**config.mk**
```make
export PLATFORM = sky130hd
export DESIGN_NAME = rssi_meter
export DESIGN_NICKNAME = d
export VERILOG_FILES = /design/src/rtl/rssi_meter.sv
export SDC_FILE = /design/constraint.sdc
export NUM_CORES = 1
export LEC_CHECK = 0
export ABC_AREA = 1
export CELL_PAD_IN_SITES_DETAIL_PLACEMENT = 1
export CELL_PAD_IN_SITES_GLOBAL_PLACEMENT = 1
export CORE_MARGIN = 10
export CORE_UTILIZATION = 35
export DETAILED_ROUTE_END_ITERATION = 12
export DONT_BUFFER_PORTS = 1
export PLACE_DENSITY = 0.63
export SLEW_MARGIN = 30
export SYNTH_ARGS = -nofsm -noshare
export SYNTH_HDL_FRONTEND = slang
export SYNTH_SLANG_ARGS = --single-unit
```
**constraint.sdc**
```tcl
create_clock -name clock -period 5.5 [get_ports clock]
set_clock_uncertainty 0.15 [all_clocks]
set_input_delay 0.55 -clock clock [delete_from_list [all_inputs] [get_ports clock]]
set_output_delay 0.55 -clock clock [all_outputs]
set_load 0.005 [all_outputs]
```
**src/rtl/rssi_meter.sv**
```systemverilog
// Per-ADC signal-level meter: leaky-integrator RSSI and clip rate, plus a
// software-triggered windowed sum/peak/clip-count measurement with done pulse.
module rssi_meter #(
  parameter int WIDTH     = 12,
  parameter int SHIFT     = 10,
  parameter int OUT_WIDTH = 16
) (
  input  logic                   clock,
  input  logic                   reset,
  input  logic                   enable,
  input  logic [WIDTH-1:0]       adc,
  input  logic                   adc_stb,
  output logic [OUT_WIDTH-1:0]   rssi,
  output logic [OUT_WIDTH-1:0]   over_count,
  input  logic                   start,
  input  logic [15:0]            win_len,
  output logic                   busy,
  output logic                   done,
  output logic [WIDTH+14:0]      win_sum,
  output logic [WIDTH-2:0]       win_peak,
  output logic [15:0]            win_clips
);

  localparam int ACC_W = OUT_WIDTH + SHIFT;
  localparam int SUM_W = WIDTH + 15;

  typedef enum logic {IDLE, RUN} state_t;

  state_t             state, state_next;
  logic               clear;
  logic [WIDTH-2:0]   mag;
  logic               clip;

  logic [ACC_W-1:0]   rssi_acc, over_acc;
  logic [ACC_W-1:0]   rssi_acc_next, over_acc_next;

  logic [15:0]        len, cnt;
  logic [SUM_W-1:0]   run_sum, sum_next;
  logic [WIDTH-2:0]   run_peak, peak_next;
  logic [15:0]        run_clips, clips_next;
  logic               win_start, win_accept, win_finish;

  // Disabling the block is indistinguishable from holding it in reset.
  assign clear = reset | ~enable;

  // One's-complement magnitude: cheap, and symmetric so full-scale negative
  // reads the same as full-scale positive.
  assign mag  = adc[WIDTH-1] ? ~adc[WIDTH-2:0] : adc[WIDTH-2:0];
  assign clip = (adc == {1'b0, {(WIDTH-1){1'b1}}}) ||
                (adc == {1'b1, {(WIDTH-1){1'b0}}});

  // Steady state of a constant input v is v*2^SHIFT, so the accumulators never
  // overflow; any intermediate wrap of the add cancels in the subtract.
  assign rssi_acc_next = rssi_acc + ACC_W'(mag) - ACC_W'(rssi_acc[ACC_W-1:SHIFT]);
  assign over_acc_next = over_acc + (clip ? ACC_W'({OUT_WIDTH{1'b1}}) : '0)
                       - ACC_W'(over_acc[ACC_W-1:SHIFT]);

  assign rssi       = rssi_acc[ACC_W-1:SHIFT];
  assign over_count = over_acc[ACC_W-1:SHIFT];

  assign sum_next   = run_sum + SUM_W'(mag);
  assign peak_next  = (mag > run_peak) ? mag : run_peak;
  assign clips_next = (clip && (run_clips != 16'hFFFF)) ? run_clips + 16'd1 : run_clips;

  // NOTE: state is updated with non-blocking assignments so every register
  // samples pre-edge values regardless of process evaluation order.
  always_ff @(posedge clock) begin
    if (clear) state <= IDLE;
    else       state <= state_next;
  end

  // NOTE: every output of this block gets a default first, so no path leaves
  // a signal unassigned and no latch is inferred.
  always_comb begin
    state_next = state;
    win_start  = 1'b0;
    win_accept = 1'b0;
    win_finish = 1'b0;
    case (state)
      IDLE: begin
        if (start) begin
          win_start  = 1'b1;
          state_next = RUN;
        end
      end
      RUN: begin
        if (adc_stb) begin
          win_accept = 1'b1;
          if (cnt + 16'd1 == len) begin
            win_finish = 1'b1;
            state_next = IDLE;
          end
        end
      end
      default: state_next = IDLE;
    endcase
  end

  always_ff @(posedge clock) begin
    if (clear) begin
      rssi_acc  <= '0;
      over_acc  <= '0;
      len       <= '0;
      cnt       <= '0;
      run_sum   <= '0;
      run_peak  <= '0;
      run_clips <= '0;
      busy      <= 1'b0;
      done      <= 1'b0;
      win_sum   <= '0;
      win_peak  <= '0;
      win_clips <= '0;
    end else begin
      busy <= (state_next == RUN);
      done <= win_finish;

      if (adc_stb) begin
        rssi_acc <= rssi_acc_next;
        over_acc <= over_acc_next;
      end

      // A start cycle's own sample is never counted: accumulation begins in RUN.
      if (win_start) begin
        len       <= (win_len == 16'd0) ? 16'd1 : win_len;
        cnt       <= '0;
        run_sum   <= '0;
        run_peak  <= '0;
        run_clips <= '0;
      end else if (win_accept) begin
        cnt       <= cnt + 16'd1;
        run_sum   <= sum_next;
        run_peak  <= peak_next;
        run_clips <= clips_next;
      end

      if (win_finish) begin
        win_sum   <= sum_next;
        win_peak  <= peak_next;
        win_clips <= clips_next;
      end
    end
  end

endmodule

```
==> qor.csv, run 1 <==
stage,metric,value,unit
routing,Iter 0 DRT Violations,545,
global_route,GRT Total Usage,0.191,
layout,Diodes inserted,0,
clock_tree,clock latency on the worst-skew pair,0.51,ns
clock_tree,CTS tree,built,
worst_hold_path,Worst Hold Class,in2reg,
critical_path,crit path kind,reg2reg,
yosys,Yosys top cell by area,dfxtp_1,
sta,Fmax achieved,263,MHz
critical_path,CP Launch Type,flip-flop,
yosys,ranking of synthesized cells by area,"dfxtp_1 (27%), nand2_1 (12%), inv_1 (9.0%)",
global_route,global-route wire length before repair,76300,microns
yosys,Async SR Flop Fraction,0,
layout,nets,2256,
routing,total number of vias,13600,
clock_tree,clk buf depth,2,
sta,setup TNS,0,ns
yosys,Synth Instances,2183,
layout,FILL cells,5290,
clock_tree,Worst-path clk slew,0.08,ns
yosys,YS warnings,0,
layout,"most common cell after layout, fill and taps aside",nand2_1,
sta,Final Setup Violations,0,
yosys,Synth Cell Area,14300,sq um
routing,vias per cell,5.12,
power_and_ir_drop,static leakage,7.16,nW
clock_tree,TritonCTS Buffers,17,
critical_path,CP Capture Type,flip-flop,
die,# rows,74,
clock_tree,H-Tree Level Count,4,
place,placer's final routability congestion estimate,0.872,
clock_tree,clock root cell,clkbuf_16,
clock_tree,postcts setup bufs,0,
place,# port buffers,0,
routing,drt wl/cell,17.6,microns
clock_tree,clk sink count,194,
layout,fraction of layout cells with a size suffix above 1,0.0400,
yosys,Synth cell types,45,
sta,Final Critical Period,3.80,ns
layout,most frequent cells in the layout,"nand2_1 (446), inv_1 (344), nor2_1 (244)",
yosys,Avg Synthesized Cell Area,6.56,sq um
global_route,Congestion Overflow GR,0,
yosys,main flop type after synthesis,dfxtp_1,
place,DPL Wire Length,35700,microns
routing,Routed Antenna Nets,0,
sta,Slew @ Worst Pin,0.956,ns
yosys,"Seq/Total Area, Yosys",0.271,
yosys,share of Yosys cell area claimed by the top area cell type,0.271,
yosys,"FF+latch count, synth",194,
sta,fin. max-slew vios,0,
routing,final WL,46700,microns
layout,final core utilization,0.373,
die,Die Area,49400,sq um
job,max-cap violations,0,
critical_path,crit path max fanout,50,
power_and_ir_drop,Max VDD drop,0.000229,V
routing,DRC Markers,0,
global_route,initial antenna violation count,0,
die,die width,222,microns
critical_path,Worst Path Arrival,4.09,ns
clock_tree,post-cts sizing count,0,
sta,Relative slew margins,0.361,
critical_path,CP required,5.79,ns
yosys,Syn Nets,2327,
die,die height,222,microns
layout,Area Growth Syn to Fin,6.02,%
sta,Final Cycle Share,0.690,
global_route,pin count of the biggest net entering global routing,91,
die,Starting Density,0.352,
sta,RSZ-0062 raised after global routing,no,
die,core area,40600,sq um
die,# IOs,121,
yosys,Post-synth EDFFs,0,
sta,Fin. Hold Viols,0,
global_route,vias in the first global route,14000,
routing,drt first pass iters,4,
outcome,outcome,"complete, no violations",
power_and_ir_drop,Cell Pwr Density,291,nW/um^2
## report_power, final
group          switching (mW)  internal [mW]  total, mW
logic                    1.02          0.514       1.53
registers              0.0550           1.45       1.50
clock network           0.686          0.694       1.38
## area by class of cell
| cell class | instances | area, sq um | area share |
|---|---|---|---|
| clock buffers | 17 | 425 | 0.0280 |
| repair buffers | 16 | 146 | 0.00964 |
| well taps | 532 | 666 | 0.0439 |
| multi-input cells | 1530 | 8530 | 0.562 |
| clock inverters | 15 | 196 | 0.0129 |
| inverters | 353 | 1330 | 0.0873 |
| flip-flops and latches | 194 | 3880 | 0.256 |
## sequential cells by signal (all words and copies together), names as in the netlist
name       cells
done           1
win_peak      11
win_clips     16
over_acc      26
run_sum       27
run_peak      11
busy           1
win_sum       27
len           16
rssi_acc      26
run_clips     16
cnt           16
## metal layers
layer,up-vias,part of all wire,global-route usage
li1,6894,-,-
met1,6522,0.47,0.240
met2,162,0.47,0.316
met3,30,0.048,0.0526
met4,0,0.011,0.0424
met5,-,0,0
## critical path: stages (launching register included)
cell     delay, ns
dfxtp_1       0.53
ha_1          0.39
nand3_1       0.16
inv_1         0.19
nand3_1       0.09
nand2_1       0.09
nand2_1       0.08
nand2_1       0.08
nand2_1       0.08
nor2_4        0.10
buf_4         0.45
nand3_2       0.16
nor2_4        0.54
buf_4         0.41
nor2_1        0.08
nor2_1        0.12
## path summary, 6_finish.rpt
path                       startpoint                        end  slack (ns)  depth (start not counted)
min                       win_len[15]       len[15]$_SDFFE_PP0P_        0.05                          2
max               cnt[0]$_SDFFE_PP0P_  win_clips[4]$_SDFFE_PP0P_        1.70                         15
min reg2reg  over_acc[0]$_SDFFE_PP0P_   over_acc[0]$_SDFFE_PP0P_        0.32                          2
max reg2reg       cnt[0]$_SDFFE_PP0P_  win_clips[4]$_SDFFE_PP0P_        1.70                         15
## per-stage QoR
stage	area [sq um]	cells	total power, mW	worst slack (ns)	hold slack [ns]
finish	15200	2657	4.41	1.70	0.0455
global route	15200	2657	4.75	1.31	0.0327
CTS	15200	2657	4.48	1.60	0.00858
detailed placement	14500	2624	3.07	1.11	0.312
global placement	14500	2623	3.03	1.24	0.301
floorplan	14300	2183	2.68	1.13	0.287
## cell usage after synthesis, types with 26 or more instances
master,count
a21oi_1,129
buf_4,34
clkbuf_1,46
dfxtp_1,194
fa_1,28
ha_1,83
inv_1,345
nand2_1,446
nand3_1,157
nand4_1,76
nor2_1,247
nor3_1,26
o211ai_1,39
o21ai_0,121
o21ai_1,30
xor2_1,48
## kinds of logic (layout without fill, tap and decap cells)
group,count (synthesis),after routing,share of synthesized area
xor gates and xnor gates,66,66,0.0404
buffers and inverters,459,401,0.134
and+or+nand+nor,993,993,0.303
AOI/OAI and AO/OA,360,360,0.140
adders and majority gates,111,111,0.112
DFF,194,194,0.271
## timing repair
action | CTS | global route
hold endpoints to repair | 2 | 0
setup endpoints to repair | 0 | 0
hold buffers | 1 | 0
No activity file was read; power rests on OpenSTA's default activity.
==> run 2, diff against run 1 <==
==> constraint.sdc (replaced) <==
create_clock -name clock -period 3.7 [get_ports clock]
set_clock_uncertainty 0.15 [all_clocks]
set_input_delay 0.37 -clock clock [delete_from_list [all_inputs] [get_ports clock]]
set_output_delay 0.37 -clock clock [all_outputs]
set_load 0.005 [all_outputs]
==> run 2 against run 1 <==
Clock power grew 42%. Register-to-register slack lost 1.3 ns. Largest power group unchanged. Non-clock buffer count increased by 32. Largest cell class unchanged.
==> qor.csv, run 2 (same netlist as run 1, synthesis figures left out) <==
stage,metric,value,unit,change
power_and_ir_drop,sw frac,0.406,,+0.00772
power_and_ir_drop,Seq pwr share,0.340,,about the same
routing,total number of vias,13700,,+0.52%
layout,top flop regs,"run_sum (27), win_sum (27)",,
critical_path,Reg2Reg Depth,15,,unchanged
sta,Fin. Hold Viols,0,,unchanged
layout,FILL cells,5268,,-0.42%
global_route,initial antenna violation count,1,,+1
global_route,vias in the first global route,14300,,+2.2%
critical_path,Reg2Reg Setup Slack,0.44,ns,-1.26 ns
sta,setup TNS,0,ns,unchanged
sta,Final Cycle Share,0.880,,+0.190
layout,Area Growth Syn to Fin,8.13,%,
routing,drt first pass iters,4,,unchanged
layout,Final Cell Area,15500,sq um,+2.0%
die,die width,222,microns,unchanged
critical_path,Most common cell on crit path,inv_1,,
place,placer's final routability congestion estimate,0.893,,+2.5%
power_and_ir_drop,Max VDD drop,0.000360,V,+57%
critical_path,CP Launch Type,flip-flop,,
power_and_ir_drop,Pint,3.90,mW,+47%
clock_tree,clk buf depth,2,,unchanged
critical_path,Critical-path top delay cell,fa_1,,
worst_hold_path,Worst Hold Class,in2reg,,
power_and_ir_drop,static leakage,7.30,nW,+2.0%
routing,final WL,46700,microns,about the same
worst_hold_path,Hold Startpoint,adc_stb,,
clock_tree,Worst-path clk slew,0.08,ns,about the same
critical_path,crit path max fanout,5,,-90%
power_and_ir_drop,Cell Pwr Density,424,nW/um^2,+46%
global_route,GRT Total Usage,0.190,,-0.000848
critical_path,CP required,4.00,ns,-1.79 ns
sta,RSZ-0062 raised after global routing,no,,
routing,DRC Markers,0,,unchanged
critical_path,Reg-to-Reg Start,rssi_acc[11]$_SDFFE_PP0P_,,
critical_path,Worst Path Arrival,3.55,ns,-0.54 ns
sta,Relative slew margins,0.399,,+0.0385
clock_tree,clock latency on the worst-skew pair,0.51,ns,about the same
clock_tree,H-Tree Level Count,4,,unchanged
worst_hold_path,hold endpoint,rssi_acc[1]$_SDFFE_PP0P_,,
sta,Final Critical Period,3.26,ns,-0.540 ns
layout,nets,2288,,+1.4%
sta,fin. max-slew vios,0,,unchanged
die,die height,222,microns,unchanged
critical_path,CP Cell Sequence,inv_1 -> fa_1 -> inv_1 -> fa_1 -> inv_1 -> nand3_1 -> nand2_1 -> a21boi_0 -> buf_4 -> o21ai_0 -> nand3_1 -> nand2_1 -> xor2_1 -> o21ai_0 -> inv_1,,
routing,drt wl/cell,17.4,microns,-1.2%
layout,"most common cell after layout, fill and taps aside",nand2_1,,
die,core area,40600,sq um,unchanged
clock_tree,clk sink count,194,,unchanged
worst_hold_path,Cells on Worst Hold Path,2,,unchanged
routing,Routed Antenna Nets,0,,unchanged
clock_tree,TritonCTS Buffers,17,,unchanged
job,max-cap violations,0,,unchanged
die,# IOs,121,,unchanged
place,# port buffers,0,,unchanged
power_and_ir_drop,clock share of power,0.299,,-0.014
sta,Fmax achieved,307,MHz,+17%
place,DPL Wire Length,35800,microns,+0.33%
sta,Final Setup Violations,0,,unchanged
critical_path,CP Capture Type,flip-flop,,
die,Die Area,49400,sq um,unchanged
sta,Slew @ Worst Pin,0.900,ns,-0.0558 ns
critical_path,R2R Path End,rssi_acc[16]$_SDFFE_PP0P_,,
die,Starting Density,0.352,,unchanged
power_and_ir_drop,Sw Pwr,2.66,mW,+52%
clock_tree,CTS tree,built,,
layout,most frequent cells in the layout,"nand2_1 (445), inv_1 (344), nor2_1 (244)",,
layout,fraction of layout cells with a size suffix above 1,0.0478,,+0.00775
critical_path,crit path kind,reg2reg,,
routing,Iter 0 DRT Violations,502,,-7.9%
place,Area after DPL,14600,sq um,+0.74%
global_route,Congestion Overflow GR,0,,unchanged
critical_path,Crit path largest cell delay,0.57,ns,+0.03 ns
power_and_ir_drop,Comb power frac,0.361,,+0.014
routing,vias per cell,5.09,,-0.71%
outcome,outcome,"complete, no violations",,
clock_tree,clock root cell,clkbuf_16,,
die,# rows,74,,unchanged
global_route,pin count of the biggest net entering global routing,91,,unchanged
global_route,global-route wire length before repair,76200,microns,-0.11%
==> run 2: worst max-delay path by stage <==
| stage | from | to | slack (ns) | cells after the start |
|---|---|---|---|---|
| 6_report | rssi_acc[11]$_SDFFE_PP0P_ | rssi_acc[16]$_SDFFE_PP0P_ | 0.44 | 15 |
| 5_1_grt | rssi_acc[11]$_SDFFE_PP0P_ | rssi_acc[24]$_SDFFE_PP0P_ | 0.08 | 17 |
| 4_1_cts | rssi_acc[11]$_SDFFE_PP0P_ | rssi_acc[24]$_SDFFE_PP0P_ | 0.34 | 17 |
| 3_5_place_dp | adc[11] | over_acc[18]$_SDFFE_PP0P_ | 0.06 | 16 |
| 3_3_place_gp | adc[11] | over_acc[23]$_SDFFE_PP0P_ | 0.07 | 17 |
| 2_1_floorplan | adc[11] | over_acc[24]$_SDFFE_PP0P_ | 0.06 | 21 |
==> run 2: per-layer routing <==
layer / vias up / GRT usage / part of all wire
met4: 0 / 0.0546 / 0.017
met1: 6527 / 0.237 / 0.47
met3: 39 / 0.0533 / 0.050
met5: - / 0 / 0
met2: 157 / 0.311 / 0.46
li1: 6956 / - / -
==> run 2: area by class of cell <==
type                       count  area, sq um  area share
multi-input combinational   1530         8540       0.552
sequential                   194         3890       0.251
clock buffer                  17          425      0.0275
antenna                        1         2.50    0.000162
tap                          532          666      0.0430
timing repair buffer          48          442      0.0285
inverter                     353         1330      0.0856
clock inverter                15          191      0.0124
==> run 2: metrics by stage <==
step | utilization | cells | total power [mW] | setup WS, ns | hold slack, ns
after global routing | 0.381 | 2690 | 7.09 | 0.0787 | 0.0877
after detailed placement | 0.360 | 2638 | 4.63 | 0.0566 | 0.314
after global placement | 0.360 | 2638 | 4.58 | 0.0749 | 0.299
final | 0.381 | 2690 | 6.56 | 0.443 | 0.0945
after floorplan | - | 2183 | 3.98 | 0.0575 | 0.287
after CTS | 0.381 | 2689 | 6.68 | 0.339 | 0.0409
==> run 2: critical path, delay by kind of cell (launching register included) <==
family	cells	cell delay, ns
adders and majority gates	2	1.03
buffers and inverters	5	0.50
and+or+nand+nor	4	0.47
AOI/OAI and AO/OA	3	0.44
DFF	1	0.39
xor gates and xnor gates	1	0.22
==> run 2: power by group through the flow <==
stage               clock network (mW)  logic [mW]  registers, mW
finish                            1.96        2.37           2.23
CTS                               2.06        2.39           2.24
floorplan                            0        1.73           2.25
global placement                     0        2.29           2.28
detailed placement                   0        2.34           2.29
global route                      2.14        2.71           2.25
==> run 2: what timing repair did <==
| item | CTS | global route |
|---|---|---|
| hold endpoints to repair | 55 | 0 |
| endpoints found under the setup margin | 0 | 1 |
| setup buffers | 0 | 0 |
| gates resized for setup | 0 | 1 |
| hold buffers | 19 | 0 |
==> run 3, diff against run 2 <==
==> constraint.sdc (replaced) <==
create_clock -name clock -period 3.5 [get_ports clock]
set_clock_uncertainty 0.15 [all_clocks]
set_input_delay 0.35 -clock clock [delete_from_list [all_inputs] [get_ports clock]]
set_output_delay 0.35 -clock clock [all_outputs]
set_load 0.005 [all_outputs]
==> run 3 against run 2 <==
Non-clock buffer count up 15. Clock-buffer cell count rose by 1. Utilization increased by 0.21 points. Setup slack got worse by 0.15 ns. Die area is the same. Global-route usage grew 0.11 points. Via count is 0.50% higher. Combinational power rose by 8%. Worst hold slack worse by 0.020 ns. Fmax up 1.6%. Final cell count rose by 0.52%. Clock power increased by 2%.
==> qor.csv, run 3 (same netlist as run 1, synthesis figures left out) <==
stage,metric,value,unit,change
outcome,outcome,"complete, no violations",,
power_and_ir_drop,Max VDD drop,0.000354,V,-1.7%
layout,Multi-input gate area,8540,sq um,unchanged
die,# rows,74,,unchanged
critical_path,crit path max fanout,5,,unchanged
global_route,GRT Total Usage,0.191,,+0.00113
global_route,pin count of the biggest net entering global routing,91,,unchanged
sta,setup TNS,0,ns,unchanged
global_route,initial antenna violation count,0,,-1
clock_tree,CTS tree,built,,
routing,drt wl/cell,17.4,microns,about the same
layout,Diodes inserted,0,,-1
place,# port buffers,0,,unchanged
sta,Slew @ Worst Pin,0.963,ns,+0.0628 ns
sta,Relative slew margins,0.358,,-0.0410
clock_tree,postcts setup bufs,0,,unchanged
place,placer's final routability congestion estimate,0.877,,-1.8%
critical_path,crit path kind,reg2reg,,
routing,Iter 0 DRT Violations,518,,+3.2%
critical_path,CP Capture Type,flip-flop,,
sta,RSZ-0062 raised after global routing,no,,
layout,top flop regs,"run_sum (27), win_sum (27)",,
die,die width,222,microns,unchanged
sta,Fin. Hold Viols,0,,unchanged
clock_tree,TritonCTS Buffers,17,,unchanged
die,Die Area,49400,sq um,unchanged
die,Starting Density,0.352,,unchanged
routing,vias per cell,5.08,,about the same
power_and_ir_drop,Total Power,6.91,mW,+5.3%
global_route,Congestion Overflow GR,0,,unchanged
die,core area,40600,sq um,unchanged
clock_tree,Worst-path clk slew,0.08,ns,about the same
routing,total number of vias,13700,,+0.50%
sta,Fmax achieved,312,MHz,+1.6%
critical_path,Worst Path Arrival,3.46,ns,-0.09 ns
global_route,global-route wire length before repair,76700,microns,+0.71%
sta,Final Cycle Share,0.916,,+0.0357
power_and_ir_drop,Cell Pwr Density,444,nW/um^2,+4.8%
critical_path,CP required,3.75,ns,-0.25 ns
sta,fin. max-slew vios,0,,unchanged
worst_hold_path,Worst Hold Class,in2reg,,
job,max-cap violations,0,,unchanged
clock_tree,clk sink count,194,,unchanged
place,Placed Cells,2652,,+0.53%
layout,most frequent cells in the layout,"nand2_1 (445), inv_1 (344), nor2_1 (244)",,
layout,"most common cell after layout, fill and taps aside",nand2_1,,
layout,nets,2303,,+0.66%
sta,Final Setup Violations,0,,unchanged
layout,fraction of layout cells with a size suffix above 1,0.0525,,+0.00473
routing,Routed Antenna Nets,0,,unchanged
clock_tree,H-Tree Level Count,4,,unchanged
sta,Final Critical Period,3.21,ns,-0.0512 ns
power_and_ir_drop,static leakage,7.36,nW,+0.84%
clock_tree,clk buf depth,2,,unchanged
critical_path,CP Launch Type,flip-flop,,
routing,final WL,47000,microns,+0.51%
layout,area occupied by registers,3880,sq um,about the same
place,DPL Wire Length,36100,microns,+0.94%
layout,Area Growth Syn to Fin,8.72,%,
die,# IOs,121,,unchanged
layout,FILL cells,5222,,-0.87%
clock_tree,clock latency on the worst-skew pair,0.50,ns,about the same
clock_tree,clock root cell,clkbuf_16,,
layout,Final Non-Filler Cells,2704,,+0.52%
global_route,vias in the first global route,14300,,+0.49%
routing,DRC Markers,0,,unchanged
routing,drt first pass iters,4,,unchanged
die,die height,222,microns,unchanged
[run 3: report_power, final]
group / switching, mW / internal, mW
Sequential: 0.0758 / 2.28
Combinational: 1.64 / 0.920
Clock: 1.05 / 0.944
[run 3: worst paths after layout]
check	from	end	slack, ns	depth (start not counted)
worst max-delay path	rssi_acc[12]$_SDFFE_PP0P_	rssi_acc[21]$_SDFFE_PP0P_	0.29	14
worst min-delay path	adc_stb	over_acc[25]$_SDFFE_PP0P_	0.07	3
worst max register to register	rssi_acc[12]$_SDFFE_PP0P_	rssi_acc[21]$_SDFFE_PP0P_	0.29	14
worst min register to register	over_acc[0]$_SDFFE_PP0P_	over_acc[0]$_SDFFE_PP0P_	0.31	2
[run 3: cell type report]
type / instances / share of cell area
repair buffers: 63 / 0.0371
multi-input cells: 1530 / 0.549
clock buffers: 18 / 0.0276
flip-flops and latches: 194 / 0.250
inverters: 353 / 0.0851
clock inverters: 14 / 0.00900
well taps: 532 / 0.0428
[run 3: repair_timing]
| item | CTS | global route |
|---|---|---|
| resized for setup | 0 | 1 |
| endpoints found under the setup margin | 0 | 1 |
| hold endpoints to repair | 55 | 0 |
| hold buffers | 20 | 0 |
[run 3: critical path, stage by stage (launching register included)]
cell     delay (ns)
dfxtp_1        0.43
inv_1          0.11
fa_1           0.48
ha_1           0.39
nand3_1        0.10
nand2_1        0.11
a21oi_1        0.12
o21ai_0        0.58
nand2_1        0.12
nand2_1        0.14
nand3_1        0.11
nand3_1        0.09
nand3_1        0.08
nand2_1        0.07
inv_1          0.04
[run 3: routing by layer]
| metal | track usage | wire, microns | vias to the layer above |
|---|---|---|---|
| li1 | - | - | 6992 |
| met1 | 0.243 | 22400 | 6560 |
| met4 | 0.0463 | 623 | 0 |
| met3 | 0.0488 | 2210 | 31 |
| met2 | 0.315 | 21800 | 164 |
| met5 | 0 | 0 | - |
[run 3: per-stage QoR]
| step | setup WS, ns | cell area [sq um] | hold slack (ns) | util |
|---|---|---|---|---|
| 3_5_place_dp | -0.0606 | 14800 | 0.304 | 0.364 |
| 2_1_floorplan | 0.0123 | 14300 | 0.287 | - |
| 5_1_grt | 0.0509 | 15600 | 0.0631 | 0.383 |
| 3_3_place_gp | 0.0192 | 14800 | 0.299 | 0.364 |
| 6_report | 0.294 | 15600 | 0.0744 | 0.383 |
| 4_1_cts | 0.300 | 15600 | 0.0394 | 0.383 |
